## config.mk

```make
export PLATFORM = sky130hd
export DESIGN_NAME = exe_stage_muldiv_flat
export DESIGN_NICKNAME = d
export VERILOG_FILES = /design/src/rtl/exe_stage_muldiv_if.sv /design/src/rtl/exe_stage_muldiv.sv /design/src/flat_wrapper.sv
export SDC_FILE = /design/constraint.sdc
export NUM_CORES = 1
export LEC_CHECK = 0
export ABC_AREA = 1
export CELL_PAD_IN_SITES_DETAIL_PLACEMENT = 0
export CELL_PAD_IN_SITES_GLOBAL_PLACEMENT = 1
export CORE_UTILIZATION = 30
export CTS_CLUSTER_DIAMETER = 50
export CTS_CLUSTER_SIZE = 20
export DETAILED_ROUTE_END_ITERATION = 10
export PLACE_DENSITY_LB_ADDON = 0.1
export SLEW_MARGIN = 30
export SYNTH_ARGS = -nofsm -noshare
export SYNTH_HDL_FRONTEND = slang
export SYNTH_SLANG_ARGS = --single-unit
```

## constraint.sdc

```tcl
create_clock -name clk -period 11.6 [get_ports clk]
set_input_delay 1.74 -clock clk [delete_from_list [all_inputs] [get_ports clk]]
set_output_delay 1.74 -clock clk [all_outputs]
set_load 0.005 [all_outputs]
```

## src/rtl/exe_stage_muldiv_if.sv

```systemverilog
`default_nettype none
// ============================================================
// Interface : exe_stage_muldiv_if
// Operation request, forwarding inputs and result bus of the execute stage.
// Rev       : 1.0
// ============================================================
interface exe_stage_muldiv_if #(
  parameter int WORD_LEN  = 32,
  parameter int SHAMT_LEN = 5
);
  logic                 in_valid;
  logic                 flush;
  logic [3:0]           exe_cmd;
  logic [1:0]           src1_sel;
  logic [1:0]           src2_sel;
  logic [1:0]           store_sel;
  logic [WORD_LEN-1:0]  op1;
  logic [WORD_LEN-1:0]  op2;
  logic [WORD_LEN-1:0]  store_in;
  logic [WORD_LEN-1:0]  alu_result_mem;
  logic [WORD_LEN-1:0]  result_wb;
  logic [SHAMT_LEN-1:0] shamt;
  logic                 shift_var;
  logic [WORD_LEN-1:0]  result;
  logic [WORD_LEN-1:0]  store_value;
  logic                 out_valid;
  logic                 busy;

  modport master (
    output in_valid, flush, exe_cmd, src1_sel, src2_sel, store_sel,
    output op1, op2, store_in, alu_result_mem, result_wb, shamt, shift_var,
    input  result, store_value, out_valid, busy
  );

  modport slave (
    input  in_valid, flush, exe_cmd, src1_sel, src2_sel, store_sel,
    input  op1, op2, store_in, alu_result_mem, result_wb, shamt, shift_var,
    output result, store_value, out_valid, busy
  );
endinterface
`default_nettype wire

```

## src/rtl/exe_stage_muldiv.sv

```systemverilog
`default_nettype none
// ============================================================
// Module : exe_stage_muldiv
// Execute stage: forwarding, single-cycle ALU/shifter, iterative MUL/DIV.
// Rev    : 1.0
// ============================================================
module exe_stage_muldiv #(
  parameter int WORD_LEN  = 32,
  parameter int SHAMT_LEN = 5
) (
  input  wire logic         clk,
  input  wire logic         rst,
  exe_stage_muldiv_if.slave bus
);
  localparam logic [3:0] c_CMD_ADD = 4'd0;
  localparam logic [3:0] c_CMD_SUB = 4'd1;
  localparam logic [3:0] c_CMD_AND = 4'd2;
  localparam logic [3:0] c_CMD_OR  = 4'd3;
  localparam logic [3:0] c_CMD_XOR = 4'd4;
  localparam logic [3:0] c_CMD_NOR = 4'd5;
  localparam logic [3:0] c_CMD_SLT = 4'd6;
  localparam logic [3:0] c_CMD_SLL = 4'd7;
  localparam logic [3:0] c_CMD_SRL = 4'd8;
  localparam logic [3:0] c_CMD_SRA = 4'd9;

  typedef enum logic [1:0] {
    S_IDLE = 2'd0,
    S_MUL  = 2'd1,
    S_DIV  = 2'd2
  } state_t;

  state_t                r_state, w_next;
  logic [SHAMT_LEN-1:0]  r_cnt;
  logic [WORD_LEN-1:0]   r_opnd, r_acc, r_mq, r_st, r_result, r_store;
  logic                  r_hi, r_valid;
  logic [WORD_LEN-1:0]   w_a, w_b, w_st, w_alu;
  logic [SHAMT_LEN-1:0]  w_sh;
  logic [2*WORD_LEN-1:0] w_step;
  logic                  w_accept, w_is_mul, w_is_div, w_last;

  function automatic logic [WORD_LEN-1:0] f_fwd(input logic [1:0] sel,
      input logic [WORD_LEN-1:0] rv, mem, wb);
    case (sel)
      2'd1:    return mem;
      2'd2:    return wb;
      default: return rv;
    endcase
  endfunction

  // One shift-add step: {acc, mq} holds the partial product, mq also feeds multiplier bits.
  function automatic logic [2*WORD_LEN-1:0] f_mul_step(input logic [WORD_LEN-1:0] acc, mq, mcand);
    logic [WORD_LEN:0] sum;
    sum = {1'b0, acc} + (mq[0] ? {1'b0, mcand} : '0);
    return {sum, mq[WORD_LEN-1:1]};
  endfunction

  // One restoring step; a zero divisor naturally yields all-ones quotient and remainder = dividend.
  function automatic logic [2*WORD_LEN-1:0] f_div_step(input logic [WORD_LEN-1:0] rem, quo, dvsr);
    logic [WORD_LEN:0]   shifted;
    logic [WORD_LEN+1:0] diff;
    shifted = {rem, quo[WORD_LEN-1]};
    diff    = {1'b0, shifted} - {2'b00, dvsr};
    if (diff[WORD_LEN+1]) return {shifted[WORD_LEN-1:0], quo[WORD_LEN-2:0], 1'b0};
    return {diff[WORD_LEN-1:0], quo[WORD_LEN-2:0], 1'b1};
  endfunction

  assign w_a      = f_fwd(bus.src1_sel, bus.op1, bus.alu_result_mem, bus.result_wb);
  assign w_b      = f_fwd(bus.src2_sel, bus.op2, bus.alu_result_mem, bus.result_wb);
  assign w_st     = f_fwd(bus.store_sel, bus.store_in, bus.alu_result_mem, bus.result_wb);
  assign w_sh     = bus.shift_var ? w_a[SHAMT_LEN-1:0] : bus.shamt;
  assign w_accept = bus.in_valid & ~bus.flush & (r_state == S_IDLE);
  assign w_is_mul = (bus.exe_cmd == 4'd10) || (bus.exe_cmd == 4'd11);
  assign w_is_div = (bus.exe_cmd == 4'd12) || (bus.exe_cmd == 4'd13);
  assign w_last   = (r_cnt == SHAMT_LEN'(WORD_LEN - 1));
  assign w_step   = (r_state == S_MUL) ? f_mul_step(r_acc, r_mq, r_opnd)
                                       : f_div_step(r_acc, r_mq, r_opnd);

  always_comb begin
    w_alu = '0;
    case (bus.exe_cmd)
      c_CMD_ADD: w_alu = w_a + w_b;
      c_CMD_SUB: w_alu = w_a - w_b;
      c_CMD_AND: w_alu = w_a & w_b;
      c_CMD_OR:  w_alu = w_a | w_b;
      c_CMD_XOR: w_alu = w_a ^ w_b;
      c_CMD_NOR: w_alu = ~(w_a | w_b);
      c_CMD_SLT: w_alu = {{(WORD_LEN-1){1'b0}}, $signed(w_a) < $signed(w_b)};
      c_CMD_SLL: w_alu = w_b << w_sh;
      c_CMD_SRL: w_alu = w_b >> w_sh;
      c_CMD_SRA: w_alu = $signed(w_b) >>> w_sh;
      default:   w_alu = '0;
    endcase
  end

  always_ff @(posedge clk or posedge rst) begin
    if (rst) r_state <= S_IDLE;
    else     r_state <= w_next;
  end

  always_comb begin
    w_next = r_state;
    if (bus.flush) begin
      w_next = S_IDLE;
    end else begin
      case (r_state)
        S_IDLE: begin
          if (w_accept && w_is_mul)      w_next = S_MUL;
          else if (w_accept && w_is_div) w_next = S_DIV;
        end
        S_MUL, S_DIV: if (w_last) w_next = S_IDLE;
        default: w_next = S_IDLE;
      endcase
    end
  end

  always_ff @(posedge clk or posedge rst) begin
    if (rst) begin
      r_cnt    <= '0;
      r_opnd   <= '0;
      r_acc    <= '0;
      r_mq     <= '0;
      r_st     <= '0;
      r_hi     <= 1'b0;
      r_result <= '0;
      r_store  <= '0;
      r_valid  <= 1'b0;
    end else begin
      r_valid <= 1'b0;
      if (bus.flush) begin
        r_cnt <= '0;
      end else if (w_accept) begin
        r_cnt <= '0;
        r_acc <= '0;
        r_hi  <= bus.exe_cmd[0];
        r_st  <= w_st;
        if (w_is_mul) begin
          r_opnd <= w_a;
          r_mq   <= w_b;
        end else if (w_is_div) begin
          r_opnd <= w_b;
          r_mq   <= w_a;
        end else begin
          r_result <= w_alu;
          r_store  <= w_st;
          r_valid  <= 1'b1;
        end
      end else if (r_state != S_IDLE) begin
        {r_acc, r_mq} <= w_step;
        r_cnt         <= r_cnt + SHAMT_LEN'(1);
        if (w_last) begin
          // Odd commands (MULHU, REMU) take the upper half of the step result.
          r_result <= r_hi ? w_step[2*WORD_LEN-1:WORD_LEN] : w_step[WORD_LEN-1:0];
          r_store  <= r_st;
          r_valid  <= 1'b1;
        end
      end
    end
  end

  assign bus.result      = r_result;
  assign bus.store_value = r_store;
  assign bus.out_valid   = r_valid;
  assign bus.busy        = (r_state != S_IDLE);
endmodule
`default_nettype wire
```

## src/flat_wrapper.sv

```systemverilog
// flat-port wrapper written by rule: the top's interface ports become plain ports
module exe_stage_muldiv_flat 
#(
  parameter int WORD_LEN  = 32,
  parameter int SHAMT_LEN = 5
)
  (clk, rst, bus_in_valid, bus_flush, bus_exe_cmd, bus_src1_sel, bus_src2_sel, bus_store_sel, bus_op1, bus_op2, bus_store_in, bus_alu_result_mem, bus_result_wb, bus_shamt, bus_shift_var, bus_result, bus_store_value, bus_out_valid, bus_busy);
  exe_stage_muldiv_if #(.WORD_LEN(WORD_LEN), .SHAMT_LEN(SHAMT_LEN)) bus_i ();
  input  wire logic clk;
  input  wire logic rst;
  input wire logic [$bits(bus_i.in_valid)-1:0] bus_in_valid;
  input wire logic [$bits(bus_i.flush)-1:0] bus_flush;
  input wire logic [$bits(bus_i.exe_cmd)-1:0] bus_exe_cmd;
  input wire logic [$bits(bus_i.src1_sel)-1:0] bus_src1_sel;
  input wire logic [$bits(bus_i.src2_sel)-1:0] bus_src2_sel;
  input wire logic [$bits(bus_i.store_sel)-1:0] bus_store_sel;
  input wire logic [$bits(bus_i.op1)-1:0] bus_op1;
  input wire logic [$bits(bus_i.op2)-1:0] bus_op2;
  input wire logic [$bits(bus_i.store_in)-1:0] bus_store_in;
  input wire logic [$bits(bus_i.alu_result_mem)-1:0] bus_alu_result_mem;
  input wire logic [$bits(bus_i.result_wb)-1:0] bus_result_wb;
  input wire logic [$bits(bus_i.shamt)-1:0] bus_shamt;
  input wire logic [$bits(bus_i.shift_var)-1:0] bus_shift_var;
  output wire logic [$bits(bus_i.result)-1:0] bus_result;
  output wire logic [$bits(bus_i.store_value)-1:0] bus_store_value;
  output wire logic [$bits(bus_i.out_valid)-1:0] bus_out_valid;
  output wire logic [$bits(bus_i.busy)-1:0] bus_busy;
  assign bus_i.in_valid = bus_in_valid;
  assign bus_i.flush = bus_flush;
  assign bus_i.exe_cmd = bus_exe_cmd;
  assign bus_i.src1_sel = bus_src1_sel;
  assign bus_i.src2_sel = bus_src2_sel;
  assign bus_i.store_sel = bus_store_sel;
  assign bus_i.op1 = bus_op1;
  assign bus_i.op2 = bus_op2;
  assign bus_i.store_in = bus_store_in;
  assign bus_i.alu_result_mem = bus_alu_result_mem;
  assign bus_i.result_wb = bus_result_wb;
  assign bus_i.shamt = bus_shamt;
  assign bus_i.shift_var = bus_shift_var;
  assign bus_result = bus_i.result;
  assign bus_store_value = bus_i.store_value;
  assign bus_out_valid = bus_i.out_valid;
  assign bus_busy = bus_i.busy;
  exe_stage_muldiv #(.WORD_LEN(WORD_LEN), .SHAMT_LEN(SHAMT_LEN)) u_core (.clk(clk), .rst(rst), .bus(bus_i));
endmodule
```

==> results.md, run 1 <==
- Sw Share: 0.553
- NetSw: 0.00411 W
- First-pass GRT wire length: 227000 um
- Final Wtd Congestion: 1.09
- Drt first pass iters: 7
- Root buffer cell: clkbuf_16
- Slowest stage delay, CP: 700 ps
- Fmax: 140 MHz
- Final net count: 4918
- Vias per Instance: 5.67
- Die extent in x: 299 um
- Leakage: 15.1 nW
- Starting DRT DRC Count: 3753
- GR Overflow Total: 0
- Vias: 32600
- Area Growth Syn to Fin: 18.1%
- Die Ht: 299 um
- WL final: 162000 um
- CP max-delay cell: ha_1
- Main area contributors after synthesis: dfrtp_1 (19%), nand2_1 (18%), nand3_1 (10%), ha_1 (8.1%), inv_1 (6.9%)
- Internal power: 0.00331 W
- VDD IR max: 116 uV
- Num CTS Buffers: 39
- Number of synthesized flops with an enable pin: 0
- Worst Hold Class: flip-flop to flip-flop
- Number of global-route vias before repair: 30800
- Status: finished, final reports clean
- CTS tree: yes
- Sink Count: 201
- Post-Syn Nets: 4773
- Critical Path End Type: flip-flop
- Critical path arrival: 7580 ps
- Critical path class: input port to flip-flop
- Final setup viols: 0
- Synth unique cells: 65
- Slew @ Worst Pin: 1230 ps
- Max-slew violation count: 0
- ANT nets after route: 0
- Fin. Hold Viols: 0
- Cts hold-fix bufs: 0
- Synth Warn #: 0
- DPL Wire Length: 132000 um
- Crit share post-route: 0.614
- Worst Path Max Fanout: 30
- Core area: 87000 um^2
- Row cnt: 108
- Htree depth: 2
- Seq/Total Area, Yosys: 0.190
- Synthesized area per cell: 5.98 um^2
- Worst relative slew slack: 0.172
- Reg2Reg Setup Slack: 7230 ps
- Prevailing post-synth register cell: dfrtp_1
- Die Area: 89300 um^2
- Max cap viols: 0
- Bufs on Longest Clock Path: 3
- Post-Synthesis Cells: 4419
- CTS resizes: 0
- Final min period: 7130 ps
- Tot GR Track Use: 0.352
- # port buffers: 245
- Top cell type's share of synthesized area: 0.190
- Power density cells: 238 nW/um^2
- Startpoint types: input port
- Synthesized area: 26400 um^2
- RSZ-0062 raised after global routing: no
- Area leader, netlist: dfrtp_1
- Fin Setup TNS: 0 ps
- Seq pwr share: 0.171
- CTS clock-pin slew for the worst setup and hold paths: 50 ps
- Ports: 246
- FFs w/ async S/R, synth: 1.00
- Layout cells sized above 1: 0.0677
- Logic pwr share: 0.665
- Avg WL per Cell: 28.2 um
- Clock latency on the worst-skew pair: 570 ps
- Clk_skew: 16.6 ps
- DRC viols: 0
- CP dominant cell by count: nand2_1
- Largest net degree at the start of global routing: 90
- Worst hold slack: 474 ps
- Initial Util: 0.304
- Clk pwr share: 0.164
- Crit path required time: 12050 ps
- Initial antenna violation count: 2
- #FFs+latches synth: 201
- Setup bufs post-CTS: 0
## layout make-up
type	instances	area [um^2]
clock buffers	44	1070
diodes	3	7.51
inverters	531	2010
clock inverters	27	323
multi-input cells	3484	18400
repair buffers	307	2920
fillers	9890	55800
well taps	1155	1450
flip-flops and latches	201	5030
## logic make-up after synthesis
group           synth area share
flops                      0.190
simple gates               0.386
compound gates             0.215
buf+inv                    0.115
xor+xnor                  0.0103
fa+ha+maj                 0.0835
## Yosys cell counts (29+ instances only)
cell type	count
nand2_1	1236
nand3_1	550
inv_1	488
nor2_1	339
a21oi_1	289
o21ai_0	263
dfrtp_1	201
ha_1	170
clkbuf_1	99
o211ai_1	65
buf_2	53
o21ai_1	51
o22ai_1	48
nor3_1	47
a31oi_1	42
nand4_1	42
inv_2	39
nand2_2	30
a221o_1	29
## critical path: cells and delay by family
kind / cells / cell delay [ps]
buffers and inverters: 7 / 1930
AND/OR/NAND/NOR: 15 / 1620
adder cells (fa/ha/maj): 3 / 1480
AO/OA/AOI/OAI: 4 / 760
## sequential cells by signal (all words and copies together), names as in the netlist
signal	count
u_core.r_acc	32
u_core.r_mq	32
u_core.r_state	2
u_core.r_cnt	5
u_core.r_st	32
u_core.r_hi	1
u_core.r_opnd	32
u_core.bus.result	32
u_core.bus.store_value	32
u_core.bus.out_valid	1
## layout by cell type (no fill, tap or decap), types with 9 or more instances in the layout
cell type	netlist	final
a21o_1	14	14
xor2_1	24	24
nand2_4	12	12
o21a_1	13	13
o22ai_1	48	48
nand3_2	18	19
o211ai_1	65	65
clkdlybuf4s50_1	0	245
o21bai_1	11	11
nor2_2	11	11
ha_1	170	169
o21ai_2	21	21
o21ai_1	51	62
nand4_1	42	42
a31oi_1	42	42
inv_1	488	485
a221oi_1	26	26
a211oi_1	15	15
or2_0	13	13
inv_2	39	38
o21ai_0	263	252
nand2_2	30	31
buf_4	22	61
a21oi_1	289	289
nand2_1	1236	1235
nand3_1	550	549
a221o_1	29	29
a21boi_0	10	10
clkbuf_16	0	41
nor2_1	339	335
dfrtp_1	201	201
nor2_4	5	9
nor3_1	47	47
## power by group through the flow
stage | Sequential, W | Clock, W | Combinational [W]
6_report | 0.00127 | 0.00122 | 0.00493
5_1_grt | 0.00130 | 0.00126 | 0.00535
4_1_cts | 0.00127 | 0.00124 | 0.00485
3_5_place_dp | 0.00127 | 0 | 0.00483
3_3_place_gp | 0.00127 | 0 | 0.00486
2_1_floorplan | 0.00118 | 0 | 0.00301
## worst paths after layout
check                           depth (start not counted)                    end               from
max in group asynchronous                               4         u_core.r_st[9]                rst
worst max register to register                         13        u_core.r_mq[26]  u_core.r_state[1]
min in group asynchronous                               2       u_core.r_opnd[8]                rst
worst min register to register                          2        u_core.r_st[30]    u_core.r_st[30]
worst max-delay path                                   29  u_core.bus.result[10]    bus_src2_sel[0]
worst min-delay path                                    2        u_core.r_st[30]    u_core.r_st[30]
## stage by stage
stage                     area, um^2  total power (W)  setup WS (ps)  instances   util
after floorplan                26400          0.00419           4380       4419      -
after global placement         29800          0.00613           4060       5678  0.342
after detailed placement       29800          0.00610           4100       5678  0.342
after CTS                      31200          0.00736           4680       5749  0.358
after global routing           31200          0.00791           4210       5749  0.359
final                          31200          0.00742           4470       5752  0.359
## routing by layer
layer,track usage,vias up,wire [um]
met3,0.0543,269,12300
met2,0.566,1637,73000
met5,0,-,0
met4,0.148,0,7970
li1,-,15100,-
met1,0.468,15600,68700
Note: power is estimated with default switching activity, not from simulation.
==> run 2, diff against run 1 <==
clock period = 7.4 ns   (was 11.6 ns; I/O delays follow)
==> run 2 against run 1 <==
Effect of this change: sequential power up 61%; register-to-register slack got worse by 4200 ps; global-route usage grew 1.1 points; flip-flop and latch count did not move; power grew 60%; utilization increased by 0.51 points; worst setup slack worse by 2800 ps; critical path type unchanged; critical endpoint is now u_core.bus.result[12].
==> results.md, run 2 (synthesized netlist as in run 1, its figures left out) <==
- Final setup viols: 0
- Most common cell after layout, fill and taps aside: nand2_1
- CTS tree: yes
- Setup bufs post-CTS: 0
- Htree depth: 2
- Cts hold-fix bufs: 0
- Fin. Hold Viols: 0
- DRC viols: 0
- # port buffers: 245
- Starting DRT DRC Count: 3714
- Final min period: 5710 ps
- Reg2reg end: u_core.bus.result[9]
- Vias: 32600
- DPL Wire Length: 136000 um
- Root buffer cell: clkbuf_16
- Avg WL per Cell: 28.7 um
- Worst setup margin: 1690 ps
- Power density cells: 376 nW/um^2
- Worst relative slew slack: 0.200
- CTS clock-pin slew for the worst setup and hold paths: 60 ps
- Largest net degree at the start of global routing: 133
- Die Ht: 299 um
- Worst Hold Class: flip-flop to flip-flop
- Worst Path Max Fanout: 27
- Clk_skew: 32.4 ps
- Fin util: 0.364
- Final Power: 0.0119 W
- Crit path required time: 7840 ps
- Ports: 246
- Commonest cells after routing, fill and taps aside: nand2_1 (1235), nand3_1 (549), inv_1 (485)
- FILL cells: 9929
- Pre-CTS setup slack: 1290 ps
- Sink Count: 201
- Drt first pass iters: 8
- Leakage: 15.4 nW
- Multi-input logic area: 18400 um^2
- Layout cells sized above 1: 0.0761
- VDD IR max: 167 uV
- Critical path arrival: 6150 ps
- Die Area: 89300 um^2
- Tot GR Track Use: 0.364
- Final Wtd Congestion: 1.06
- WL final: 166000 um
- RSZ-0062 raised after global routing: no
- Register-to-Register Path Depth: 18
- Startpoint types: input port
- Worst r2r src: u_core.r_mq[0]
- Vias per Instance: 5.62
- Slew @ Worst Pin: 1190 ps
- Initial antenna violation count: 8
- Fin Setup TNS: 0 ps
- Reg2Reg Setup Slack: 3050 ps
- Die extent in x: 299 um
- Crit share post-route: 0.772
- Final net count: 4957
- Max cap viols: 0
- ANT nets after route: 0
- Critical path origin: bus_src1_sel[0]
- GR Overflow Total: 0
- Max-slew violation count: 0
- Status: finished, final reports clean
- Critical Path End Type: flip-flop
- Bufs on Longest Clock Path: 3
- Clock latency on the worst-skew pair: 590 ps
- Area Growth Syn to Fin: 19.8%
- Row cnt: 108
- Core area: 87000 um^2
- Num CTS Buffers: 41
- Reg area: 5030 um^2
- Number of global-route vias before repair: 31400
- CTS resizes: 0
- Worst hold slack: 476 ps
- First-pass GRT wire length: 233000 um
- Initial Util: 0.304
- Critical path class: input port to flip-flop
- Fmax: 175 MHz
- CP endpoint: u_core.bus.result[12]
==> run 2: cell types whose count changed in the layout (fill, tap and decap cells not counted), moves of 3 or more <==
| cell | delta |
|---|---|
| buf_4 | +36 |
| o21ai_1 | -5 |
| clkinvlp_4 | -4 |
| clkbuf_8 | +6 |
| o21ai_0 | +5 |
| clkinv_4 | -3 |
==> run 2: worst max-delay path: stages <==
cell and delay (ps):
clkdlybuf4s50_1 480, inv_1 50, ha_1 400, inv_2 270, buf_4 270, o21ai_0 540
inv_1 190, ha_1 510, inv_1 170, a21oi_1 200, inv_1 110, nor2_1 180
o21ai_1 250, nand3_2 130, nand2_2 80, nand2_1 120, nand3_1 180, nand2_1 110
nand2_1 50, nand3_1 160, nand3_1 100, o21bai_1 240, nand2_1 80, nand2_1 60
nand2_1 50
==> run 2: routing by layer <==
metal,track usage,up-vias,part of all wire
met4,0.216,4,0.070
met5,0,-,0.00013
met2,0.576,1459,0.44
met1,0.460,15600,0.41
met3,0.0662,300,0.074
li1,-,15200,-
==> run 2: how the worst min path moves through the flow <==
| stage | slack, ps | start | endpoint | cells past startpoint |
|---|---|---|---|---|
| 5_1_grt | 480 | u_core.r_st[7] | u_core.r_st[7] | 2 |
| 6_report | 480 | u_core.bus.result[13] | u_core.bus.result[13] | 2 |
| 3_5_place_dp | 460 | u_core.r_st[7] | u_core.r_st[7] | 2 |
| 3_3_place_gp | 460 | u_core.r_st[12] | u_core.r_st[12] | 2 |
| 2_1_floorplan | 440 | u_core.r_st[31] | u_core.r_st[31] | 2 |
| 4_1_cts | 480 | u_core.r_st[7] | u_core.r_st[7] | 2 |
==> run 2: cell type report <==
cell class / count / area share
Multi-Input combinational cell: 3484 / 0.581
Sequential cell: 201 / 0.159
Timing Repair Buffer: 344 / 0.102
Inverter: 531 / 0.0634
Tap cell: 1155 / 0.0457
Clock buffer: 53 / 0.0374
Clock inverter: 23 / 0.0111
Antenna cell: 3 / 0.000237
==> run 2: power by group <==
part           switching (W)  total (W)  internal (W)
Clock               0.000731    0.00209       0.00136
Combinational        0.00533    0.00776       0.00243
Sequential          0.000444    0.00205       0.00160
==> run 2: through the flow <==
| stage | instance area [um^2] | std cells |
|---|---|---|
| 6_report | 31700 | 5794 |
| 3_3_place_gp | 30100 | 5715 |
| 4_1_cts | 31600 | 5791 |
| 5_1_grt | 31600 | 5791 |
| 2_1_floorplan | 26400 | 4419 |
| 3_5_place_dp | 30100 | 5715 |
